File: config.mk
export PLATFORM = sky130hd
export DESIGN_NAME = lemmings_ctrl_flat
export DESIGN_NICKNAME = d
export VERILOG_FILES = /design/src/rtl/lemmings_ctrl_if.sv /design/src/rtl/lemmings_ctrl.sv /design/src/flat_wrapper.sv
export SDC_FILE = /design/constraint.sdc
export NUM_CORES = 1
export LEC_CHECK = 0
export ABC_AREA = 1
export BUFFER_PORTS_ARGS = -buffer_cell sky130_fd_sc_hd__buf_4
export CORE_AREA = 10 10 47 49
export DETAILED_ROUTE_END_ITERATION = 16
export DIE_AREA = 0 0 57 59
export GPL_TIMING_DRIVEN = 0
export PLACE_DENSITY = 0.68
export SYNTH_ARGS = -nofsm -noshare
export SYNTH_HDL_FRONTEND = slang
export SYNTH_SLANG_ARGS = --single-unit
File: constraint.sdc
create_clock -name sys_clk -period 1.1 [get_ports sys_clk]
set_input_delay 0.165 -clock sys_clk [delete_from_list [all_inputs] [get_ports sys_clk]]
set_output_delay 0.165 -clock sys_clk [all_outputs]
set_load 0.02 [all_outputs]
File: src/rtl/lemmings_ctrl_if.sv
// Lemming controller sense/status bundle; the controller takes the slave side.
interface lemmings_ctrl_if;
  logic bump_left;
  logic bump_right;
  logic ground;
  logic dig;
  logic walk_left;
  logic walk_right;
  logic aaah;
  logic digging;
  logic splat;

  modport master (
    output bump_left, bump_right, ground, dig,
    input  walk_left, walk_right, aaah, digging, splat
  );

  modport slave (
    input  bump_left, bump_right, ground, dig,
    output walk_left, walk_right, aaah, digging, splat
  );
endinterface

File: src/rtl/lemmings_ctrl.sv
// Single-lemming Moore controller: walk/fall/dig/splat with saturating fall counter.
// Latency: outputs follow the sampled inputs by one cycle; no backpressure.
module lemmings_ctrl #(
  parameter int SPLAT_CYCLES = 20,
  parameter bit DIG_EN       = 1'b1
) (
  input  logic          sys_clk,
  input  logic          sys_rst,
  lemmings_ctrl_if.slave lem
);
  localparam int CNT_W = $clog2(SPLAT_CYCLES + 2);
  localparam logic [CNT_W-1:0] CNT_MAX  = CNT_W'(SPLAT_CYCLES + 1);
  localparam logic [CNT_W-1:0] SPLAT_TH = CNT_W'(SPLAT_CYCLES);

  typedef enum logic [2:0] {
    WALK_L, WALK_R, FALL_L, FALL_R, DIG_L, DIG_R, SPLAT
  } state_t;

  state_t           state, state_nxt;
  logic [CNT_W-1:0] fall_cnt, fall_cnt_nxt;
  logic             dig_req;
  logic             in_fall, to_fall;

  assign dig_req = DIG_EN & lem.dig;

  always_ff @(posedge sys_clk) begin
    if (sys_rst) begin
      state    <= WALK_L;
      fall_cnt <= '0;
    end else begin
      state    <= state_nxt;
      fall_cnt <= fall_cnt_nxt;
    end
  end

  always_comb begin
    state_nxt = state;
    case (state)
      WALK_L: begin
        if (!lem.ground)        state_nxt = FALL_L;
        else if (dig_req)       state_nxt = DIG_L;
        else if (lem.bump_left) state_nxt = WALK_R;
      end
      WALK_R: begin
        if (!lem.ground)         state_nxt = FALL_R;
        else if (dig_req)        state_nxt = DIG_R;
        else if (lem.bump_right) state_nxt = WALK_L;
      end
      // fall_cnt lags the fall length by one, so >= threshold means N > SPLAT_CYCLES
      FALL_L: if (lem.ground) state_nxt = (fall_cnt >= SPLAT_TH) ? SPLAT : WALK_L;
      FALL_R: if (lem.ground) state_nxt = (fall_cnt >= SPLAT_TH) ? SPLAT : WALK_R;
      DIG_L:  if (!lem.ground) state_nxt = FALL_L;
      DIG_R:  if (!lem.ground) state_nxt = FALL_R;
      SPLAT:  state_nxt = SPLAT;
      default: state_nxt = WALK_L;
    endcase
  end

  assign in_fall = (state == FALL_L) || (state == FALL_R);
  assign to_fall = (state_nxt == FALL_L) || (state_nxt == FALL_R);

  always_comb begin
    fall_cnt_nxt = '0;
    if (in_fall && to_fall)
      fall_cnt_nxt = (fall_cnt == CNT_MAX) ? fall_cnt : fall_cnt + CNT_W'(1);
  end

  assign lem.walk_left  = (state == WALK_L);
  assign lem.walk_right = (state == WALK_R);
  assign lem.aaah       = in_fall;
  assign lem.digging    = (state == DIG_L) || (state == DIG_R);
  assign lem.splat      = (state == SPLAT);
endmodule

File: src/flat_wrapper.sv
// flat-port wrapper written by rule: the top's interface ports become plain ports
module lemmings_ctrl_flat 
#(
  parameter int SPLAT_CYCLES = 20,
  parameter bit DIG_EN       = 1'b1
)
  (sys_clk, sys_rst, lem_bump_left, lem_bump_right, lem_ground, lem_dig, lem_walk_left, lem_walk_right, lem_aaah, lem_digging, lem_splat);
  lemmings_ctrl_if lem_i ();
  input  logic sys_clk;
  input  logic sys_rst;
  input wire logic [$bits(lem_i.bump_left)-1:0] lem_bump_left;
  input wire logic [$bits(lem_i.bump_right)-1:0] lem_bump_right;
  input wire logic [$bits(lem_i.ground)-1:0] lem_ground;
  input wire logic [$bits(lem_i.dig)-1:0] lem_dig;
  output wire logic [$bits(lem_i.walk_left)-1:0] lem_walk_left;
  output wire logic [$bits(lem_i.walk_right)-1:0] lem_walk_right;
  output wire logic [$bits(lem_i.aaah)-1:0] lem_aaah;
  output wire logic [$bits(lem_i.digging)-1:0] lem_digging;
  output wire logic [$bits(lem_i.splat)-1:0] lem_splat;
  assign lem_i.bump_left = lem_bump_left;
  assign lem_i.bump_right = lem_bump_right;
  assign lem_i.ground = lem_ground;
  assign lem_i.dig = lem_dig;
  assign lem_walk_left = lem_i.walk_left;
  assign lem_walk_right = lem_i.walk_right;
  assign lem_aaah = lem_i.aaah;
  assign lem_digging = lem_i.digging;
  assign lem_splat = lem_i.splat;
  lemmings_ctrl #(.SPLAT_CYCLES(SPLAT_CYCLES), .DIG_EN(DIG_EN)) u_core (.sys_clk(sys_clk), .sys_rst(sys_rst), .lem(lem_i));
endmodule
* Yosys cells after proc, flatten, opt, wreduce, memory -nomap -nowiden
Cells that the tools add are included.
** Cells by class
- Add/subtract/negate cells :: 1
- Bitwise operators :: 1
- $lt $le $gt $ge :: 1
- Eq/ne operators :: 9
- Multiplexer cells :: 13
- Reduce and logical (&&, ||, !) cells :: 6
** Operator list (number)
- 3-bit two-way mux :: 12
- 3-bit case mux with 7 select lines :: 1
- 3-bit by 2-bit equality test with 1-bit output (second input constant) :: 4
- 3-bit equality test (second input constant) :: 3
- 5-bit by 1-bit adder with 5-bit output (second input constant) :: 1
- 5-bit equality test (second input constant) :: 1
- 5-bit >= comparator (second input constant) :: 1
- 3-bit by 1-bit equality test with 1-bit output (second input constant) :: 1
- 3-bit zero test :: 1
- 1-bit logical OR :: 3
- 2-bit OR reduction :: 1
- 1-bit logical AND :: 1
- 1-bit inverter :: 1
** Word-level totals
- Output and inout bits :: 5
- Input bits :: 6
- Word-level logic and storage cells :: 33
- Register bits after elaboration :: 8

* Depth between registers and ports, before layout
Gate-level depths: netlist (run 1).
- Depth in word-level cells :: 9
- Depth in mapped cells :: 8

* Least setup slack after synthesis (run 1)
Ideal clock, no wire load.
- Path type :: reg-to-reg
- From :: register u_core.state[1]
- To :: register u_core.state[1]
- Library setup time :: 64 ps
- Cell stages (with the launch flop) :: 8
- Data arrival time :: 974 ps
- Period minus slack after synthesis :: 1038 ps
- Setup slack :: 62 ps
- Data required time :: 1036 ps
- Cells stage by stage :: dfxtp_1 > buf_6 > inv_6 > nor2_2 > nand3_1 > nand3_1 > nor2_1 > nor2_1
** On the way
- Cells in the longest elaborated chain, start to end :: 4
- Elaborated cells between the ends (all ways) :: 18
- Classes of those cells :: eq/ne: 6; mux: 11; reduce/logical: 1
** Ends and longest elaborated chain
- start, declared :: RTL line lemmings_ctrl.sv:19 : state_t state, state_nxt;
- start signal, assigned :: RTL line lemmings_ctrl.sv:31 : state <= state_nxt;
- 3-bit two-way mux, on equally long branches :: RTL line lemmings_ctrl.sv:47, lemmings_ctrl.sv:42
- 3-bit two-way mux, on equally long branches :: RTL line lemmings_ctrl.sv:46, lemmings_ctrl.sv:41
- 3-bit two-way mux, on equally long branches :: RTL line lemmings_ctrl.sv:45, lemmings_ctrl.sv:40
- 3-bit case mux with 7 select lines * :: RTL line lemmings_ctrl.sv:38 : case (state)
Mark *: on every way between the ends. The rest lies on a longest branch, timed or not.
A chain may end at the register's enable or synchronous reset.

* Final worst setup path (run 1)
- From :: register u_core.state[2]
- To :: output port lem_walk_right
** On the way
- Cells in the longest elaborated chain, start to end :: 1
** Ends and longest elaborated chain
- 3-bit by 1-bit equality test with 1-bit output :: RTL line lemmings_ctrl.sv:69 : assign lem.walk_right = (state == WALK_R);
- end, declared :: RTL line flat_wrapper.sv:16 : output wire logic [$bits(lem_i.walk_right)-1:0] lem_walk_right;
Every way passes these cells.

==> results by group, run 1 <==
Global route
  – GRT Total Usage: between 7 and 8%
  – Largest net degree at the start of global routing: 7
  – Initial antenna violation count: 0
  – Number of global-route vias before repair: between 500 and 600
  – Grt ovf: 0
  – Global-route wire length before repair: approximately 2200 microns

Worst hold path
  – Hold path cells: 2
  – Min-delay src: sys_rst
  – Worst Hold Path EP: u_core.state[1]
  – Min-delay worst type: in2reg

Final layout
  – Share of layout cells above drive strength 1: approximately 46%
  – # diodes: 0
  – Post-Route Utilization: between 50 and 60%
  – Nets: ~110
  – Commonest non-fill, non-tap cell in the layout: nand2_1
  – Multi-input logic area: 379.1 sq um
  – P&R area growth vs syn: 38.68%
  – Final Cell Area: about 800 sq um
  – Final cell count without fillers: between 100 and 150
  – Fill count: around 150
  – Sequential Area: between 150 and 200 sq um
  – Most frequent cells in the layout: nand2_1, nand3_1, buf_4

Yosys
  – Seq/Total Area, Yosys: 28.13%
  – Synth Register Bits: 8
  – Mapped Nets: 90
  – Cells after Synth: 81
  – Yosys warning count: 0
  – Yosys cell types: 22
  – Syn avg cell area: roughly 7.0 sq um
  – Mapped cell area: about 570 sq um

Setup path
  – Worst R2R End: u_core.state[1]
  – Critical Path AT: slightly above 1 ns
  – Worst Reg-to-Reg Cells: 8
  – Critical Path Fanout Max: 6
  – Setup Crit Path Kind: reg2out
  – Required @ worst endpoint: 0.94 ns
  – CP Capture Type: output port
  – Reg2reg setup slack: roughly 0.020 ns
  – Max incr delay on CP: between 0.3 and 0.4 ns
  – Reg-to-Reg Start: u_core.state[2]
  – CP Launch Type: flop
  – Cell Chain, Critical Path: inv_6 -> nand2_8 -> nor2_4 -> buf_6
  – Critical-path top delay cell: dfxtp_4

STA
  – Worst clock skew: ~0.0060 ns
  – Tcrit/Tclk final: 106.6%
  – Fmax: about 850 MHz
  – Max transition margin: between 80% and 90%
  – Final min period: roughly 1.2 ns
  – Hold WS: ~0.074 ns
  – Worst setup margin: -0.07217 ns
  – Setup Viol. Count Final: 3
  – Least-Margin Pin Slew: between 0.2 and 0.25 ns
  – Pins Over Slew Limit: 0
  – Hold Fails Final Rpt: 0
  – Unrepaired setup endpoints after global routing: true

Placement
  – Port bufs: 10
  – DP Area: between 600 and 700 sq um
  – Routability congestion estimate: roughly 0.8
  – Placed instance count: 107
  – DP HPWL: 939.4 microns

Clock network
  – CTS tree: done
  – Root Driver: clkbuf_4
  – CTS H-tree depth: 1
  – Num Clock Sinks: 8
  – Worst-Skew Late Latency: 0.25 ns
  – Bufs on Longest Clock Path: 2
  – Num CTS Buffers: 3
  – Worst-path clk slew: roughly 0.050 ns

Power
  – Pwr Density: around 1100 mW/mm^2
  – Peak VDD IR: between 0.6 and 0.7 mV
  – Leak pwr: 0.3772 nW

Floorplan
  – Core area: approximately 0.0014 sq mm
  – Die Y-Extent: 59 microns
  – Initial core utilization: 40.63%
  – Die ar.: 0.003363 sq mm
  – Rows: 14
  – IO Pins: 11
  – Width of the die: about 57 microns

Detailed routing
  – Drc violations: 0
  – Final WL: 1302 microns
  – Antenna-violating nets left: 0
  – DR vias: 550
  – Number of detailed-route iterations in the first pass: 4
  – Starting DRT DRC Count: 12
  – DR WL/cell: 11.52 microns
  – Vias per inst: between 4 and 5

Outcome
  – Failing checks: negative setup slack
  – Status: finished, violations left

Run
  – Max-Cap Viols: 0
layer usage:
layer  wire, microns  track usage (%)  vias up
li1                -                -      294
met1             559            8.454      243
met2             650            12.87       11
met3              83            2.361        2
met4               8            5.034        0
met5               0                0        -
flip-flops by register name, indices dropped and copies added, names as in the netlist:
register / count
u_core.state: 3
u_core.fall_cnt: 5
worst max-delay path: cells and delay by family (launching register included):
kind                   cells  cell delay (ns)
AND/OR/NAND/NOR            2             0.18
buffers and inverters      2             0.20
flip-flops                 1             0.37
cells in the mapped netlist:
cell type / n / share of area (%)
nor3b_2: 1 / 2.2
inv_6: 1 / 1.5
o21ai_1: 1 / 0.88
buf_6: 1 / 2.0
nand2_4: 1 / 2.0
nand3b_1: 1 / 1.3
xor2_1: 1 / 1.5
nor2_4: 2 / 4.0
nor3_1: 2 / 1.8
nand2_2: 3 / 3.3
dfxtp_1: 8 / 28
o21ai_0: 2 / 1.8
nor2_2: 1 / 1.1
nand3_1: 10 / 8.8
a21oi_1: 4 / 3.5
nand4_2: 2 / 4.4
ha_1: 3 / 6.6
nand2_1: 17 / 11
xnor2_1: 1 / 1.5
inv_2: 2 / 1.3
inv_1: 12 / 7.9
nor2_1: 5 / 3.3
where the power goes:
group / leakage [nW] / total [mW] / switching [mW] / internal (mW)
Combinational: 0.295 / 0.288 / 0.154 / 0.133
Sequential: 0.0682 / 0.334 / 0.0276 / 0.306
Clock: 0.0138 / 0.222 / 0.0974 / 0.125
Total: 0.377 / 0.843 / 0.279 / 0.564
cell families after synthesis:
family	after synthesis	share of synthesized area, %
xor+xnor	2	3.077
buf+inv	16	12.75
fa+ha+maj	3	6.594
flops	8	28.13
compound gates	7	6.153
simple gates	45	43.30
worst max-delay path by stage:
| stage | start | to |
|---|---|---|
| global placement | u_core.fall_cnt[1] | u_core.fall_cnt[3] |
| detailed placement | u_core.fall_cnt[1] | u_core.fall_cnt[3] |
| finish | u_core.state[2] | lem_walk_right |
| floorplan | u_core.state[1] | u_core.state[1] |
| global route | u_core.state[2] | lem_walk_right |
| CTS | u_core.state[1] | lem_walk_left |
what timing repair did:
| action | CTS | global route |
|---|---|---|
| endpoints found under the hold margin | 0 | 0 |
| endpoints found under the setup margin | 6 | 11 |
| gates resized for setup | 12 | 17 |
| pin swaps | 2 | 4 |
| hold buffers | 0 | 0 |
| setup buffers | 2 | 2 |
area by class of cell:
class | count | share of cell area [%]
clock buffers | 3 | 2.853
inverters | 15 | 9.033
multi-input cells | 57 | 48.02
flip-flops and latches | 8 | 21.87
well taps | 16 | 2.536
repair buffers | 14 | 15.69
metrics by stage:
stage | setup slack, ns | total power, mW | setup TNS [ns]
floorplan | 0.06194 | 0.4880 | 0
global placement | 0.01572 | 0.5592 | 0
detailed placement | 0.002183 | 0.5626 | 0
CTS | -0.1219 | 0.8396 | -0.4038
global route | -0.1036 | 0.8873 | -0.3427
finish | -0.07217 | 0.8434 | -0.1472
Note: power is estimated with default switching activity, not from simulation.
==> inputs of run 2 (changes only) <==
--- a/config.mk
+++ b/config.mk
@@ -12,6 +12,7 @@
 export DIE_AREA = 0 0 57 59
 export GPL_TIMING_DRIVEN = 0
 export PLACE_DENSITY = 0.68
+export RECOVER_POWER = 100
 export SYNTH_ARGS = -nofsm -noshare
 export SYNTH_HDL_FRONTEND = slang
 export SYNTH_SLANG_ARGS = --single-unit
==> run 2 against run 1 <==
  * The flow still finishes with violations (negative setup slack)
  * Non-clock buffer count stayed put
  * Final area down 0.32%
  * Via count down 0.73%
==> results by group, run 2 (synthesized netlist as in run 1, its figures left out) <==
STA
  – Max transition margin: 83.57% (unchanged)
  – Hold Fails Final Rpt: 0 (unchanged)
  – Unrepaired setup endpoints after global routing: true (unchanged)
  – Setup Viol. Count Final: 3 (unchanged)
  – Worst clock skew: 0.005976 ns (about the same)
  – Fmax: 851.9 MHz (was 853.1 MHz)
  – Hold WS: 0.07350 ns (was 0.07354 ns)
  – Worst setup margin: -0.07384 ns (was -0.07217 ns)
  – Pins Over Slew Limit: 0 (unchanged)
  – Tcrit/Tclk final: 106.7% (was 106.6%)
  – Final min period: 1.174 ns (was 1.172 ns)
  – Least-Margin Pin Slew: 0.2462 ns (unchanged)

Detailed routing
  – Vias per inst: 4.832 (was 4.867)
  – DR WL/cell: 11.57 microns (was 11.52 microns)
  – Number of detailed-route iterations in the first pass: 4 (unchanged)
  – Antenna-violating nets left: 0 (unchanged)
  – DR vias: 546 (was 550)
  – Drc violations: 0 (unchanged)
  – Final WL: 1307 microns (was 1302 microns)
  – Starting DRT DRC Count: 9 (was 12)

Setup path
  – Setup Crit Path Kind: reg2out (unchanged)
  – Critical-path top delay cell: dfxtp_4 (unchanged)
  – CP Launch Type: flop (unchanged)
  – Critical Path Fanout Max: 6 (unchanged)
  – Max incr delay on CP: 0.37 ns (about the same)
  – Required @ worst endpoint: 0.94 ns (about the same)
  – Reg2reg setup slack: 0.02 ns (about the same)
  – Cell Chain, Critical Path: inv_6 -> nand2_8 -> nor2_4 -> buf_6 (unchanged)
  – Reg-to-Reg Start: u_core.state[2] (unchanged)
  – Worst R2R End: u_core.state[1] (unchanged)
  – Worst Reg-to-Reg Cells: 8 (unchanged)
  – Critical Path AT: 1.01 ns (about the same)
  – CP Capture Type: output port (unchanged)
  – CP Capture Point: lem_walk_right (unchanged)
  – Worst setup startpoint: u_core.state[2] (unchanged)

Final layout
  – P&R area growth vs syn: 38.24% (was 38.68%)
  – Final cell count without fillers: 113 (unchanged)
  – Most frequent cells in the layout: nand2_1, nand3_1, inv_1, buf_4 (was nand2_1, nand3_1, buf_4)
  – Nets: 108 (unchanged)
  – Commonest non-fill, non-tap cell in the layout: nand2_1 (unchanged)
  – Max reg flops: 5 (unchanged)
  – Share of layout cells above drive strength 1: 46.39% (unchanged)
  – # diodes: 0 (unchanged)
  – Biggest regs: u_core.fall_cnt (5), u_core.state (3) (unchanged)
  – Most flops, register: u_core.fall_cnt (unchanged)

Run
  – Max-Cap Viols: 0 (unchanged)

Power
  – Leak pwr: 0.3764 nW (was 0.3772 nW)
  – Peak VDD IR: 0.6899 mV (about the same)
  – Pwr Density: 1068 mW/mm^2 (about the same)

Floorplan
  – IO Pins: 11 (unchanged)
  – Die ar.: 0.003363 sq mm (unchanged)
  – Initial core utilization: 40.63% (unchanged)
  – Rows: 14 (unchanged)
  – Width of the die: 57 microns (unchanged)
  – Die Y-Extent: 59 microns (unchanged)
  – Core area: 0.001401 sq mm (unchanged)

Clock network
  – Num Clock Sinks: 8 (unchanged)
  – CTS tree: done (unchanged)
  – Root Driver: clkbuf_4 (unchanged)
  – Worst-path clk slew: 0.05 ns (about the same)
  – Worst-Skew Late Latency: 0.25 ns (about the same)
  – CTS H-tree depth: 1 (unchanged)
  – Bufs on Longest Clock Path: 2 (unchanged)
  – Hold buffers post-CTS: 0 (unchanged)
  – Num CTS Buffers: 3 (unchanged)

Global route
  – Global-route wire length before repair: 2180 microns (unchanged)
  – Initial antenna violation count: 0 (unchanged)
  – Largest net degree at the start of global routing: 7 (unchanged)
  – Grt ovf: 0 (unchanged)
  – GRT Total Usage: 7.783% (unchanged)
  – Number of global-route vias before repair: 531 (unchanged)

Placement
  – DP HPWL: 939.4 microns (unchanged)
  – Port bufs: 10 (unchanged)
  – Routability congestion estimate: 0.8019 (unchanged)
  – Placed instance count: 107 (unchanged)

Outcome
  – Failing checks: negative setup slack (unchanged)
  – Status: finished, violations left (unchanged)

Worst hold path
  – Min-delay worst type: in2reg (unchanged)
[run 2: changes by cell type in the layout (fill, tap and decap cells not counted)]
| cell | delta |
|---|---|
| buf_4 | -1 |
| clkbuf_2 | +1 |
[run 2: worst max-delay path, delay by kind of cell, from the launching register on]
family | cells | cell delay, ns
DFF | 1 | 0.37
buffers and inverters | 2 | 0.20
and+or+nand+nor | 2 | 0.18
[run 2: layout make-up]
cell class / count / area (sq um)
Tap cell: 16 / 20.02
Inverter: 15 / 71.32
Fill cell: 146 / 614.3
Multi-Input combinational cell: 57 / 379.1
Clock buffer: 3 / 22.52
Timing Repair Buffer: 14 / 121.4
Sequential cell: 8 / 172.7
[run 2: per-layer routing]
layer / global-route usage, % / routed length [microns] / part of all wire [%] / vias up
met1: 8.454 / 572 / 44 / 243
met3: 2.361 / 81 / 6.2 / 2
li1: - / - / - / 292
met5: 0 / 0 / 0 / -
met4: 5.034 / 8 / 0.61 / 0
met2: 12.87 / 644 / 49 / 9
[run 2: metrics by stage]
step                      cell area, sq um  utilization (%)  power, mW  setup slack, ns  TNS [ns]
after global placement               664.4            47.41     0.5592          0.01572         0
final                                787.0            56.16     0.8405         -0.07384   -0.1508
after detailed placement             664.4            47.41     0.5626         0.002183         0
after CTS                            735.7            52.50     0.8396          -0.1219   -0.4038
after global routing                 787.0            56.16     0.8841          -0.1036   -0.3699
after floorplan                      569.3                -     0.4880          0.06194         0
[run 2: where the power goes]
group,internal (mW),leakage [nW],switching [mW]
sequential,0.306,0.0682,0.0279
combinational,0.130,0.294,0.154
clock,0.125,0.0138,0.0974
total,0.561,0.376,0.280
[run 2: worst min-delay path by stage]
stage | startpoint | to | slack, ns | depth (start not counted)
global placement | sys_rst | u_core.state[1] | 0.33 | 2
detailed placement | sys_rst | u_core.state[1] | 0.34 | 2
global route | sys_rst | u_core.state[1] | 0.07 | 2
finish | sys_rst | u_core.state[1] | 0.07 | 2
floorplan | sys_rst | u_core.state[1] | 0.24 | 1
CTS | sys_rst | u_core.state[1] | 0.07 | 2
[run 2: timing repair]
item	CTS	global route
gates resized for setup	12	17
setup buffers	2	2
setup endpoints to repair	6	11
pin swaps	2	4
